$ cat config.mk
export PLATFORM = sky130hd
export DESIGN_NAME = x4xx_pps_timekeeper
export DESIGN_NICKNAME = d
export VERILOG_FILES = /design/src/rtl/x4xx_pps_pkg.sv /design/src/rtl/x4xx_pps_period_meter.sv /design/src/rtl/x4xx_pps_timekeeper.sv
export SDC_FILE = /design/constraint.sdc
export NUM_CORES = 1
export LEC_CHECK = 0
export BUFFER_PORTS_ARGS = -buffer_cell sky130_fd_sc_hd__buf_2
export CAP_MARGIN = 20
export CORE_UTILIZATION = 31
export CTS_BUF_LIST = sky130_fd_sc_hd__clkbuf_8
export CTS_CLUSTER_DIAMETER = 120
export DETAILED_ROUTE_END_ITERATION = 8
export RECOVER_POWER = 25
export SYNTH_ARGS = -nofsm -noshare
export SYNTH_HDL_FRONTEND = slang
export SYNTH_SLANG_ARGS = --single-unit
$ cat constraint.sdc
create_clock -name radio_clk -period 5.3 [get_ports radio_clk]
set_input_delay 0.265 -clock radio_clk [delete_from_list [all_inputs] [get_ports radio_clk]]
set_output_delay 0.265 -clock radio_clk [all_outputs]
set_load 0.03 [all_outputs]
$ cat src/rtl/x4xx_pps_pkg.sv
// x4xx_pps_pkg: shared PPS commit FSM encoding and default PPS timing constants
package x4xx_pps_pkg;
  typedef enum logic [1:0] {ST_IDLE = 2'd0, ST_ARMED = 2'd1, ST_COMMIT = 2'd2} pps_state_t;
  localparam int DEF_NOMINAL_PERIOD = 250_000_000;
  localparam int DEF_PERIOD_TOL = 1024;
endpackage

$ cat src/rtl/x4xx_pps_period_meter.sv
// x4xx_pps_period_meter: PPS period counter, valid flag and optional missing/out-of-tolerance check (X4XX_PPS_PERIOD_CHECK_EN)
//   clk_i, rst_n_i : clock, async active-low reset
//   pps_i          : one-cycle PPS pulse
//   missing_clr_i  : clear sticky missing flag
//   period_o, period_valid_o, missing_o : measured period, >=2 PPS seen, sticky missing/bad period
module x4xx_pps_period_meter
  import x4xx_pps_pkg::*;
#(
  parameter int PERIOD_W       = 32,
  parameter int NOMINAL_PERIOD = DEF_NOMINAL_PERIOD,
  parameter int PERIOD_TOL     = DEF_PERIOD_TOL
) (
  input  logic                clk_i,
  input  logic                rst_n_i,
  input  logic                pps_i,
  input  logic                missing_clr_i,
  output logic [PERIOD_W-1:0] period_o,
  output logic                period_valid_o,
  output logic                missing_o
);
  logic [PERIOD_W-1:0] cnt_q, cnt_d, period_q, meas;
  logic first_q, valid_q;
  always_comb begin
    meas  = cnt_q + 1'b1;
    cnt_d = pps_i ? '0 : (&cnt_q) ? cnt_q : meas;
  end
  always_ff @(posedge clk_i or negedge rst_n_i)
    if (!rst_n_i) begin
      cnt_q    <= '0;
      period_q <= '0;
      first_q  <= 1'b0;
      valid_q  <= 1'b0;
    end else begin
      cnt_q   <= cnt_d;
      first_q <= first_q | pps_i;
      if (pps_i && first_q) begin
        period_q <= meas;
        valid_q  <= 1'b1;
      end
    end
  assign period_o       = period_q;
  assign period_valid_o = valid_q;
`ifdef X4XX_PPS_PERIOD_CHECK_EN
  localparam logic [PERIOD_W-1:0] LO = PERIOD_W'(NOMINAL_PERIOD - PERIOD_TOL);
  localparam logic [PERIOD_W-1:0] HI = PERIOD_W'(NOMINAL_PERIOD + PERIOD_TOL);
  logic missing_q, set_miss;
  // equality on the timeout limit makes the absent-PPS set fire exactly once
  assign set_miss = first_q && ((pps_i && (meas < LO || meas > HI)) || cnt_q == HI);
  always_ff @(posedge clk_i or negedge rst_n_i)
    if (!rst_n_i) missing_q <= 1'b0;
    else          missing_q <= set_miss | (missing_q & ~missing_clr_i);
  assign missing_o = missing_q;
`else
  logic unused_clr;
  assign unused_clr = missing_clr_i;
  assign missing_o  = 1'b0;
`endif
endmodule

$ cat src/rtl/x4xx_pps_timekeeper.sv
// x4xx_pps_timekeeper: radio-domain 64-bit timekeeper with set-now / set-at-next-PPS, PPS time latch and period monitor
//   inputs : radio_clk, radio_rst_n (async active-low), pps_rc, time_strobe, set_time_value,
//            set_time_now, set_time_pps, set_cancel, pps_missing_clr
//   outputs: time_now, time_last_pps, pps_armed, pps_set_done, pps_period, pps_period_valid, pps_missing
//   X4XX_PPS_PERIOD_CHECK_EN enables the pps_missing tolerance/timeout check
module x4xx_pps_timekeeper
  import x4xx_pps_pkg::*;
#(
  parameter int TIME_W         = 64,
  parameter int PERIOD_W       = 32,
  parameter int NOMINAL_PERIOD = DEF_NOMINAL_PERIOD,
  parameter int PERIOD_TOL     = DEF_PERIOD_TOL
) (
  input  logic                radio_clk,
  input  logic                radio_rst_n,
  input  logic                pps_rc,
  input  logic                time_strobe,
  input  logic [TIME_W-1:0]   set_time_value,
  input  logic                set_time_now,
  input  logic                set_time_pps,
  input  logic                set_cancel,
  output logic [TIME_W-1:0]   time_now,
  output logic [TIME_W-1:0]   time_last_pps,
  output logic                pps_armed,
  output logic                pps_set_done,
  output logic [PERIOD_W-1:0] pps_period,
  output logic                pps_period_valid,
  output logic                pps_missing,
  input  logic                pps_missing_clr
);
  logic [TIME_W-1:0] time_q, time_d, last_q;
  pps_state_t state_q, state_d;
  logic armed_q, done_q, load_pps;
  always_comb begin
    load_pps = state_q == ST_ARMED && pps_rc && !set_cancel;
    time_d   = (set_time_now || load_pps) ? set_time_value : time_strobe ? time_q + 1'b1 : time_q;
    state_d  = state_q == ST_IDLE  ? (set_time_pps ? ST_ARMED : ST_IDLE) :
               state_q == ST_ARMED ? (set_cancel ? ST_IDLE : pps_rc ? ST_COMMIT : ST_ARMED) :
               ST_IDLE;
  end
  always_ff @(posedge radio_clk or negedge radio_rst_n)
    if (!radio_rst_n) begin
      state_q <= ST_IDLE;
      armed_q <= 1'b0;
      done_q  <= 1'b0;
      time_q  <= '0;
      last_q  <= '0;
    end else begin
      state_q <= state_d;
      armed_q <= state_d == ST_ARMED;
      done_q  <= state_d == ST_COMMIT;
      time_q  <= time_d;
      if (pps_rc) last_q <= time_q;
    end
  assign time_now      = time_q;
  assign time_last_pps = last_q;
  assign pps_armed     = armed_q;
  assign pps_set_done  = done_q;
  x4xx_pps_period_meter #(
    .PERIOD_W      (PERIOD_W),
    .NOMINAL_PERIOD(NOMINAL_PERIOD),
    .PERIOD_TOL    (PERIOD_TOL)
  ) u_meter (
    .clk_i         (radio_clk),
    .rst_n_i       (radio_rst_n),
    .pps_i         (pps_rc),
    .missing_clr_i (pps_missing_clr),
    .period_o      (pps_period),
    .period_valid_o(pps_period_valid),
    .missing_o     (pps_missing)
  );
endmodule

==> results of run 1 <==
## cell type report
cell class                      count  share of cell area [%]
Timing Repair Buffer              287                    13.5
Sequential cell                   198                    42.6
Inverter                            9                   0.290
Multi-Input combinational cell    658                    36.0
Clock buffer                       17                    2.01
Clock inverter                     15                    1.43
Tap cell                          390                    4.19
## flip-flops by register name, indices dropped and copies added, names as in the netlist, 2 cells and up
| signal | count |
|---|---|
| state_q | 2 |
| time_last_pps | 64 |
| time_now | 64 |
| u_meter.period_o | 32 |
| u_meter.cnt_q | 32 |
## cell usage after synthesis (3+ instances only)
cell type	number
nand2_1	117
or4_1	7
mux2_2	65
xor2_1	35
xnor2_1	36
o21ai_0	82
nor3_1	16
and4_1	14
clkbuf_1	46
inv_1	9
nand3_1	52
a211oi_1	4
nor4_1	20
or2_2	3
a31oi_1	14
nand4_1	36
or3_1	12
mux2i_1	10
nor2_1	39
and2_1	16
dfrtp_1	198
a21oi_1	27
and3_1	20
## power by group through the flow
stage | registers [mW] | clock network [mW] | logic (mW)
floorplan | 2.07 | 0 | 0.236
detailed placement | 1.84 | 0 | 0.773
global route | 1.83 | 1.10 | 0.831
finish | 1.81 | 1.01 | 0.772
global placement | 1.83 | 0 | 0.766
CTS | 1.81 | 1.05 | 0.804
## logic make-up (layout without fill, tap and decap cells)
| group | count (synthesis) | after routing | share of synthesized area [%] |
|---|---|---|---|
| buffers and inverters | 60 | 328 | 2.47 |
| AO/OA/AOI/OAI | 139 | 139 | 8.12 |
| XOR/XNOR | 71 | 71 | 6.63 |
| multiplexers | 75 | 75 | 8.88 |
| AND/OR/NAND/NOR | 370 | 370 | 20.7 |
| flip-flops | 198 | 198 | 52.9 |
| adder cells (fa/ha/maj) | 2 | 2 | 0.267 |
| other | 1 | 1 | 0.0400 |
## metal layers
layer	track usage [%]	vias up	share of wire [%]
met5	0	-	0.037
met3	4.07	46	4.8
met1	23.1	3842	46
li1	-	3793	-
met4	6.96	2	2.8
met2	28.9	230	47
## metrics by stage
step                instances  setup slack (ns)  hold WS, ns  power (mW)
finish                   1574              1.80       0.0260        3.59
global route             1574              1.31       0.0113        3.77
CTS                      1574              1.95      0.00722        3.66
detailed placement       1495              1.98        0.142        2.61
global placement         1495              2.03        0.140        2.59
floorplan                 916              2.72      -0.0306        2.31
## worst min-delay path: cells and delay by family
kind	cells	cell delay (ns)
AND/OR/NAND/NOR	1	0.06
buffers and inverters	1	0.08
AO/OA/AOI/OAI	1	0.07
## worst max-delay path by stage
stage | from | end | slack, ns | depth (start not counted)
after floorplan | time_now[3] | time_now[49] | 2.72 | 6
after global placement | u_meter.cnt_q[0] | u_meter.cnt_q[1] | 2.03 | 7
after detailed placement | u_meter.cnt_q[0] | u_meter.cnt_q[1] | 1.98 | 7
after CTS | u_meter.cnt_q[0] | u_meter.cnt_q[1] | 1.95 | 7
after global routing | pps_rc | u_meter.period_o[1] | 1.31 | 5
final | pps_rc | u_meter.period_o[1] | 1.80 | 5
==> metrics.log, run 1 <==
INFO  metric grt_start_max_net_pins = 179
INFO  metric synth_top_area_share = 52.9%
INFO  metric detail_route.wl_per_cell = 17.4 µm
INFO  metric number_of_synthesized_flops_with_an_enable_pin = 0
INFO  metric failing_checks = max-capacitance violations, max-slew violations
INFO  metric max_slew_margin = -113%
INFO  metric via_per_inst = 5.03
INFO  metric power_switching_share = 36.0%
INFO  metric r2r_setup_slack = 1.89 ns
INFO  metric worst_setup_hold_path_clk_slew = 0.11 ns
INFO  metric worstMarginPinSlew = 3.19 ns
INFO  metric r2r-start = u_meter.cnt_q[0]
INFO  metric rsz0062_at_grt = false
INFO  metric cap_violations = 1
INFO  metric most_common_cell_after_layout_fill_and_taps_aside = dfrtp_1
INFO  metric path_cells = buf_4 > clkbuf_1 > nand2_1 > buf_4 > mux2_2
INFO  metric final_design_area_no_fill = 11600 µm²
INFO  metric power_report.internal_total = 2.29 mW
INFO  metric globalplace.congestion = 0.832
INFO  metric drt_first_iter_violations = 451
INFO  metric total_routed_length = 27400 µm
INFO  metric timing.critical_path.max_delay_family = buffers and inverters
INFO  metric dpl.hpwl = 19600 µm
INFO  metric cts_setup_buffers = 0
INFO  metric sequential_cell_area = 4950 µm²
INFO  metric critical_path_class = primary input to flip-flop
INFO  metric postSynthRegisterBits = 198
INFO  metric synthCells = 916
INFO  metric max_stage_delay = 2.27 ns
INFO  metric nNetsFinal = 1245
INFO  metric starting_utilization_of_the_core_area = 31.5%
INFO  metric clk_root_buffer_cell = clkbuf_8
INFO  metric setup.worst_path.end_class = flip-flop
INFO  metric crit_path_max_fanout = 64
INFO  metric post_route_cells_drive_above_1_share = 20.6%
INFO  metric die_x = 176 µm
INFO  metric footprint_of_the_multi_input_gates = 4190 µm²
INFO  metric report.final.slew_viol_count = 59
INFO  metric placed_area = 10900 µm²
INFO  metric power.leakage = 4.78 nW
INFO  metric critical_path_arrival = 3.86 ns
INFO  metric critical_path_required = 5.66 ns
INFO  metric seq_area_frac_synth = 52.9%
INFO  metric worst_clock_skew = 0.0194 ns
INFO  metric finalWorstPathRequiredPeriod = 3.50 ns
INFO  metric tns = 0 ns
INFO  metric finalCritPeriodShare = 66.1%
INFO  metric cts_htree_levels = 4
INFO  metric grt_antenna_before_repair = 1
INFO  metric pwr_density_cell = 308 nW/µm²
INFO  metric synth_cell_types = 50
INFO  metric area_growth = 24.2%
INFO  metric critPathLaunchType = primary input
INFO  metric synth_top_cell_by_area = dfrtp_1
INFO  metric post_route_ant_nets = 0
INFO  metric min_path_type = primary input to flip-flop
INFO  metric clk_latency = 0.48 ns
INFO  metric mostFrequentLayoutCells = 198 x dfrtp_1, 131 x buf_2, 117 x nand2_1
INFO  metric synth_warn = 0
INFO  metric post_cts_hold_buffer_count = 47
INFO  metric timing.critical_path.slowest_stage_cell = clkbuf_1
INFO  metric power.ir.vdd_worst = 171 µV
INFO  metric cell_types_occupying_the_most_area_after_synthesis = dfrtp_1 53%, mux2_2 7.8%, nand2_1 4.7%, o21ai_0 4.4%, xnor2_1 3.4%
INFO  metric cts_num_sinks = 198
INFO  metric setup_viol = 0
INFO  metric ctsLongestPathBuffers = 2
INFO  metric reg2reg_to = u_meter.cnt_q[1]
INFO  metric firstDrtPassIters = 5
INFO  metric critical_path.n_buffers_inverters = 3
INFO  metric hold_viol = 0
INFO  metric synth-main-ff-cell = dfrtp_1
INFO  metric grt_pass1_wl = 43100 µm
INFO  metric max_clk_rate = 285 MHz
INFO  metric number_of_global_route_vias_before_repair = 7842
INFO  metric netlist_area = 9370 µm²
INFO  metric total_cts_buffers = 17
INFO  metric ctsResizeCount = 0
INFO  metric design.core.area = 29700 µm²
INFO  metric share_clk_of_total_power = 28.1%
INFO  metric design.die.area = 30900 µm²
INFO  metric ys_async_sr_fraction = 100%
INFO  metric syn_nets = 990
INFO  metric floorplan.rows = 63
INFO  metric number_of_cells_traversed_by_the_worst_hold_path = 3
INFO  metric grt_usage = 17.9%
INFO  metric chipHeight = 176 µm
INFO  metric hold_path_end = time_now[30]
INFO  metric netSwitchingPower = 1.29 mW
INFO  metric ff2ff_path_depth = 7
INFO  metric cts_tree = built
INFO  metric remaining_routing_drc_violations = 0
INFO  metric overflow_left_after_global_routing = 0
INFO  metric status = finished with violations
INFO  metric syn-mean-instance-area = 10.2 µm²
INFO  metric gate_power_share = 21.5%
INFO  metric antennaDiodeCount = 0
INFO  metric fillCellCount = 3022
INFO  metric port_buffers = 233
INFO  metric detailroute.via_count = 7913
INFO  metric timing.critical_path.mode_cell = buf_4
INFO  metric power.sequential.fraction = 50.4%
INFO  metric postLayoutCoreUtil = 39.2%
INFO  metric top_level_ports = 236
INFO  metric hp-start = set_time_value[30]
Power figures use the tool's default switching activity.
==> inputs of run 2 (changes only) <==
Clock period 5.3 ns to 3.4 ns, I/O delays scaled along.
==> run 2 against run 1 <==
  * The flow still finishes with violations (max-capacitance violations, max-slew violations)
  * Die area did not move
  * Sequential share of layout area is 1.6 points lower
  * Critical path depth stayed put
  * Non-clock buffer count up 31
  * Final area increased by 3.9%
  * Utilization increased by 1.5 points
  * Via count rose by 2.8%
  * Global-route usage up 0.061 points
  * Sequential power increased by 55%
  * Register-to-register slack worse by 1.3 ns
  * Critical endpoint is now time_now[39]
  * Largest cell class unchanged
==> metrics.log, run 2 (synthesis results as in run 1) <==
INFO  metric status = finished with violations
INFO  metric failing_checks = max-capacitance violations, max-slew violations
INFO  metric grt_start_max_net_pins = 96
INFO  metric post_cts_hold_buffer_count = 68
INFO  metric number_of_global_route_vias_before_repair = 7905
INFO  metric clk_root_buffer_cell = clkbuf_8
INFO  metric design.core.area = 29700 µm²
INFO  metric total_cts_buffers = 17
INFO  metric starting_utilization_of_the_core_area = 31.5%
INFO  metric rsz0062_at_grt = false
INFO  metric worst_clock_skew = 0.0168 ns
INFO  metric design.die.area = 30900 µm²
INFO  metric top_level_ports = 236
INFO  metric detailroute.via_count = 8131
INFO  metric grt_usage = 17.9%
INFO  metric pwr_density_cell = 473 nW/µm²
INFO  metric detail_route.wl_per_cell = 17.2 µm
INFO  metric placed_area = 11000 µm²
INFO  metric max_clk_rate = 359 MHz
INFO  metric number_of_cells_traversed_by_the_worst_hold_path = 3
INFO  metric finalCritPeriodShare = 82.0%
INFO  metric remaining_routing_drc_violations = 0
INFO  metric timing.critical_path.max_delay_family = simple AND/OR/NAND/NOR gates
INFO  metric path_cells = nand4_2 > or4_1 > or4_4 > or3_1 > a31oi_1
INFO  metric total_routed_length = 27600 µm
INFO  metric final_design_area_no_fill = 12100 µm²
INFO  metric cap_violations = 2
INFO  metric ff2ff_path_depth = 5
INFO  metric most_common_cell_after_layout_fill_and_taps_aside = buf_2
INFO  metric fillCellCount = 2926
INFO  metric finalWorstPathRequiredPeriod = 2.79 ns
INFO  metric critical_path_class = flip-flop to flip-flop
INFO  metric timing.critical_path.depth = 5
INFO  metric cts_tree = built
INFO  metric max_slew_margin = -66.7%
INFO  metric dpl.hpwl = 19900 µm
INFO  metric cts_setup_buffers = 0
INFO  metric critical_path_arrival = 3.19 ns
INFO  metric grt_pass1_wl = 43400 µm
INFO  metric ctsResizeCount = 0
INFO  metric via_per_inst = 5.06
INFO  metric clk_latency = 0.49 ns
INFO  metric worstMarginPinSlew = 2.50 ns
INFO  metric setup.worst_path.end_class = flip-flop
INFO  metric post_route_cells_drive_above_1_share = 29.4%
INFO  metric cts_htree_levels = 4
INFO  metric crit_path_max_fanout = 8
INFO  metric die_x = 176 µm
INFO  metric hold_viol = 0
INFO  metric sequential_cell_area = 4950 µm²
INFO  metric chipHeight = 176 µm
INFO  metric setup_viol = 0
INFO  metric globalplace.congestion = 0.844
INFO  metric floorplan.rows = 63
INFO  metric area_growth = 29.1%
INFO  metric firstDrtPassIters = 5
INFO  metric timing.critical_path.slowest_stage_cell = or4_1
INFO  metric power.ir.vdd_worst = 353 µV
INFO  metric drt_first_iter_violations = 409
INFO  metric critical_path.n_buffers_inverters = 0
INFO  metric overflow_left_after_global_routing = 0
INFO  metric post_route_ant_nets = 0
INFO  metric max_stage_delay = 0.73 ns
INFO  metric critPathLaunchType = flip-flop
INFO  metric critical_path_required = 3.81 ns
INFO  metric footprint_of_the_multi_input_gates = 4190 µm²
INFO  metric nNetsFinal = 1276
INFO  metric worst_setup_hold_path_clk_slew = 0.12 ns
INFO  metric min_path_type = primary input to flip-flop
INFO  metric mostFrequentLayoutCells = 231 x buf_2, 198 x dfrtp_1, 117 x nand2_1
INFO  metric report.final.slew_viol_count = 155
INFO  metric port_buffers = 233
INFO  metric ctsLongestPathBuffers = 2
INFO  metric cts_num_sinks = 198
INFO  metric power.leakage = 5.27 nW
INFO  metric tns = 0 ns
INFO  metric grt_antenna_before_repair = 2
==> run 2: cell types whose count changed in the layout (fill, tap and decap cells not counted) <==
cell | before | now
clkinv_4 | 4 | 1
inv_6 | 4 | 2
diode_2 | 0 | 2
clkbuf_2 | 0 | 2
buf_4 | 5 | 14
dlygate4sd3_1 | 47 | 68
clkbuf_4 | 0 | 1
inv_1 | 10 | 9
clkbuf_1 | 103 | 1
inv_8 | 2 | 4
buf_2 | 131 | 231
clkinv_8 | 2 | 5
inv_12 | 0 | 1
==> run 2: worst paths after layout <==
path                                              from                      to  slack (ns)
worst max-delay path                       time_now[3]            time_now[39]        0.61
worst min-delay path                       time_strobe             time_now[0]        0.09
worst max register to register             time_now[3]            time_now[39]        0.61
worst min register to register  u_meter.period_valid_o  u_meter.period_valid_o        0.47
max in group asynchronous                  radio_rst_n       time_last_pps[45]        0.96
min in group asynchronous                  radio_rst_n               pps_armed        0.97
==> run 2: metrics by stage <==
stage	util [%]	std cells	worst slack [ns]	hold WS [ns]	total power, mW
4_1_cts	40.7	1605	0.611	0.0517	5.81
3_5_place_dp	37.0	1505	0.670	0.338	4.08
3_3_place_gp	37.0	1505	0.714	0.327	4.06
5_1_grt	40.7	1607	0.415	0.0912	6.01
2_1_floorplan	-	916	0.817	-0.126	3.59
6_report	40.7	1607	0.612	0.0884	5.73
==> run 2: report_power, final <==
group | total (mW) | leakage, nW | switching (mW) | internal (mW)
clock network | 1.64 | 0.216 | 0.997 | 0.643
logic | 1.27 | 2.58 | 0.826 | 0.449
registers | 2.81 | 2.47 | 0.241 | 2.57
total | 5.73 | 5.27 | 2.06 | 3.66
==> run 2: cell type report <==
class | instances | share of cell area [%]
clock buffer | 17 | 1.93
timing repair buffer | 318 | 16.4
inverter | 9 | 0.279
sequential | 198 | 41.0
multi-input combinational | 658 | 34.7
antenna | 2 | 0.0414
clock inverter | 15 | 1.71
tap | 390 | 4.03
==> run 2: worst register-to-register path, stage by stage (launching register included) <==
cell and delay [ns]:
dfrtp_1 0.51, nand4_2 0.26, or4_1 0.74, or4_4 0.65
or3_1 0.37, a31oi_1 0.18
==> run 2: routing by layer <==
layer	track usage [%]	vias to the layer above	part of all wire (%)
li1	-	3855	-
met1	22.6	3993	44
met2	29.9	236	48
met3	4.07	47	5.5
met4	6.63	0	2.5
met5	0	-	0
==> inputs of run 3 (changes only) <==
Clock period 3.4 ns to 2.52 ns, I/O delays scaled along.
==> run 3 against run 2 <==
  * The run still ends with max-capacitance violations, max-slew violations left
  * Utilization grew 1.0 points
  * Final area grew 2.5%
  * Wire length grew 3.2%
  * Largest power group unchanged
  * Register-to-register slack lost 0.49 ns
  * Via count grew 1.4%
  * Critical endpoint is now time_now[59]
  * Largest cell class unchanged
  * Combinational power grew 50%
==> metrics.log, run 3 (synthesis results as in run 1) <==
INFO  metric die_x = 176 µm
INFO  metric most_common_cell_after_layout_fill_and_taps_aside = buf_2
INFO  metric total_cts_buffers = 17
INFO  metric status = finished with violations
INFO  metric ctsLongestPathBuffers = 2
INFO  metric dpl.hpwl = 21000 µm
INFO  metric number_of_global_route_vias_before_repair = 8253
INFO  metric mostFrequentLayoutCells = 231 x buf_2, 193 x dfrtp_1, 117 x nand2_1
INFO  metric drt_first_iter_violations = 481
INFO  metric worst_clock_skew = 0.0207 ns
INFO  metric postLayoutCoreUtil = 41.7%
INFO  metric post_route_ant_nets = 0
INFO  metric setup_viol = 0
INFO  metric worstMarginPinSlew = 1.63 ns
INFO  metric critical_path_class = flip-flop to flip-flop
INFO  metric grt_usage = 18.9%
INFO  metric power.ir.vdd_worst = 427 µV
INFO  metric whs = 0.0544 ns
INFO  metric sequential_cell_area = 4960 µm²
INFO  metric cts_htree_levels = 4
INFO  metric fillCellCount = 2929
INFO  metric starting_utilization_of_the_core_area = 31.5%
INFO  metric hold_viol = 0
INFO  metric remaining_routing_drc_violations = 0
INFO  metric design.core.area = 29700 µm²
INFO  metric max_slew_margin = -8.64%
INFO  metric grt_antenna_before_repair = 0
INFO  metric critical_path_arrival = 2.83 ns
INFO  metric pwr_density_cell = 611 nW/µm²
INFO  metric cts_num_sinks = 198
INFO  metric max_clk_rate = 417 MHz
INFO  metric grt_start_max_net_pins = 71
INFO  metric power.leakage = 5.47 nW
INFO  metric path_cells = nand3_1 > or4_1 > or4_1 > or3_1 > a31oi_1
INFO  metric tns = 0 ns
INFO  metric report.final.slew_viol_count = 64
INFO  metric top_level_ports = 236
INFO  metric timing.critical_path.max_delay_family = simple AND/OR/NAND/NOR gates
INFO  metric setup.worst_path.end_class = flip-flop
INFO  metric antennaDiodeCount = 0
INFO  metric port_buffers = 233
INFO  metric post_route_cells_drive_above_1_share = 32.6%
INFO  metric crit_path_max_fanout = 7
INFO  metric total_routed_length = 28500 µm
INFO  metric via_per_inst = 4.99
INFO  metric detail_route.wl_per_cell = 17.3 µm
INFO  metric critical_path.n_buffers_inverters = 0
INFO  metric critical_path_required = 2.95 ns
INFO  metric detailroute.via_count = 8242
INFO  metric design.die.area = 30900 µm²
INFO  metric chipHeight = 176 µm
INFO  metric finalCritPeriodShare = 95.2%
INFO  metric cts_tree = built
INFO  metric timing.critical_path.slowest_stage_cell = or4_1
INFO  metric footprint_of_the_multi_input_gates = 4200 µm²
INFO  metric rsz0062_at_grt = false
INFO  metric grt_pass1_wl = 45300 µm
INFO  metric nNetsFinal = 1325
INFO  metric min_path_type = primary input to flip-flop
INFO  metric overflow_left_after_global_routing = 0
INFO  metric globalplace.congestion = 0.899
INFO  metric cap_violations = 1
INFO  metric timing.critical_path.mode_cell = or4_1
INFO  metric finalWorstPathRequiredPeriod = 2.40 ns
INFO  metric failing_checks = max-capacitance violations, max-slew violations
INFO  metric clk_latency = 0.51 ns
INFO  metric worst_setup_hold_path_clk_slew = 0.11 ns
INFO  metric clk_root_buffer_cell = clkbuf_8
INFO  metric max_stage_delay = 0.65 ns
INFO  metric area_growth = 32.3%
INFO  metric critPathLaunchType = flip-flop
INFO  metric floorplan.rows = 63
INFO  metric firstDrtPassIters = 5
INFO  metric post-layout-total-power = 7.57 mW
==> run 3: changes by cell type in the layout (fill, tap and decap cells not counted), moves of 3 or more <==
| cell | change |
|---|---|
| clkinv_8 | -5 |
| dfrtp_2 | +5 |
| inv_8 | -3 |
| buf_4 | +50 |
| dfrtp_1 | -5 |
| inv_6 | +3 |
==> run 3: area by class of cell <==
type,count,share of cell area (%)
sequential,198,40.0
tap,390,3.94
inverter,9,0.272
timing repair buffer,367,19.1
clock inverter,11,0.747
multi-input combinational,658,33.8
clock buffer,19,2.11
==> run 3: what timing repair did <==
| item | CTS | global route |
|---|---|---|
| gates resized for setup | 0 | 1 |
| hold buffers | 68 | 0 |
| setup buffers | 0 | 0 |
| hold endpoints to repair | 144 | 0 |
| setup endpoints to repair | 0 | 2 |
==> run 3: power breakdown <==
part           internal [mW]  total [mW]  leakage [nW]  switching [mW]
Sequential              3.47        3.72          2.46           0.246
Combinational          0.678        1.90          2.83            1.22
Clock                  0.747        1.96         0.178            1.21
==> run 3: worst min-delay path, delay by kind of cell <==
kind | cells | cell delay, ns
AOI/OAI and AO/OA | 1 | 0.13
and+or+nand+nor | 1 | 0.08
xor gates and xnor gates | 1 | 0.06
buffers and inverters | 1 | 0.13
==> run 3: metrics by stage <==
stage / area (µm²) / std cells / setup WS [ns]
final: 12400 / 1652 / 0.122
after global placement: 11400 / 1554 / 0.145
after detailed placement: 11400 / 1554 / 0.0849
after floorplan: 9380 / 916 / 0.000293
after global routing: 12400 / 1652 / 0.0403
after CTS: 12400 / 1652 / 0.0515
==> run 3: routing by layer <==
metal | global-route usage, % | part of all wire [%] | up-vias
met4 | 7.36 | 2.5 | 0
met1 | 23.6 | 44 | 4025
met5 | 0 | 0 | -
met3 | 4.37 | 4.6 | 50
li1 | - | - | 3940
met2 | 31.5 | 49 | 227
==> run 3: worst paths after layout <==
| kind | start | end | slack (ns) | cells after the start |
|---|---|---|---|---|
| min in group asynchronous | radio_rst_n | time_last_pps[51] | 0.61 | 2 |
| min reg2reg | u_meter.period_valid_o | u_meter.period_valid_o | 0.47 | 1 |
| min | time_strobe | time_now[2] | 0.05 | 4 |
| max reg2reg | time_now[12] | time_now[59] | 0.12 | 5 |
| max | time_now[12] | time_now[59] | 0.12 | 5 |
| max in group asynchronous | radio_rst_n | time_now[5] | 0.51 | 3 |
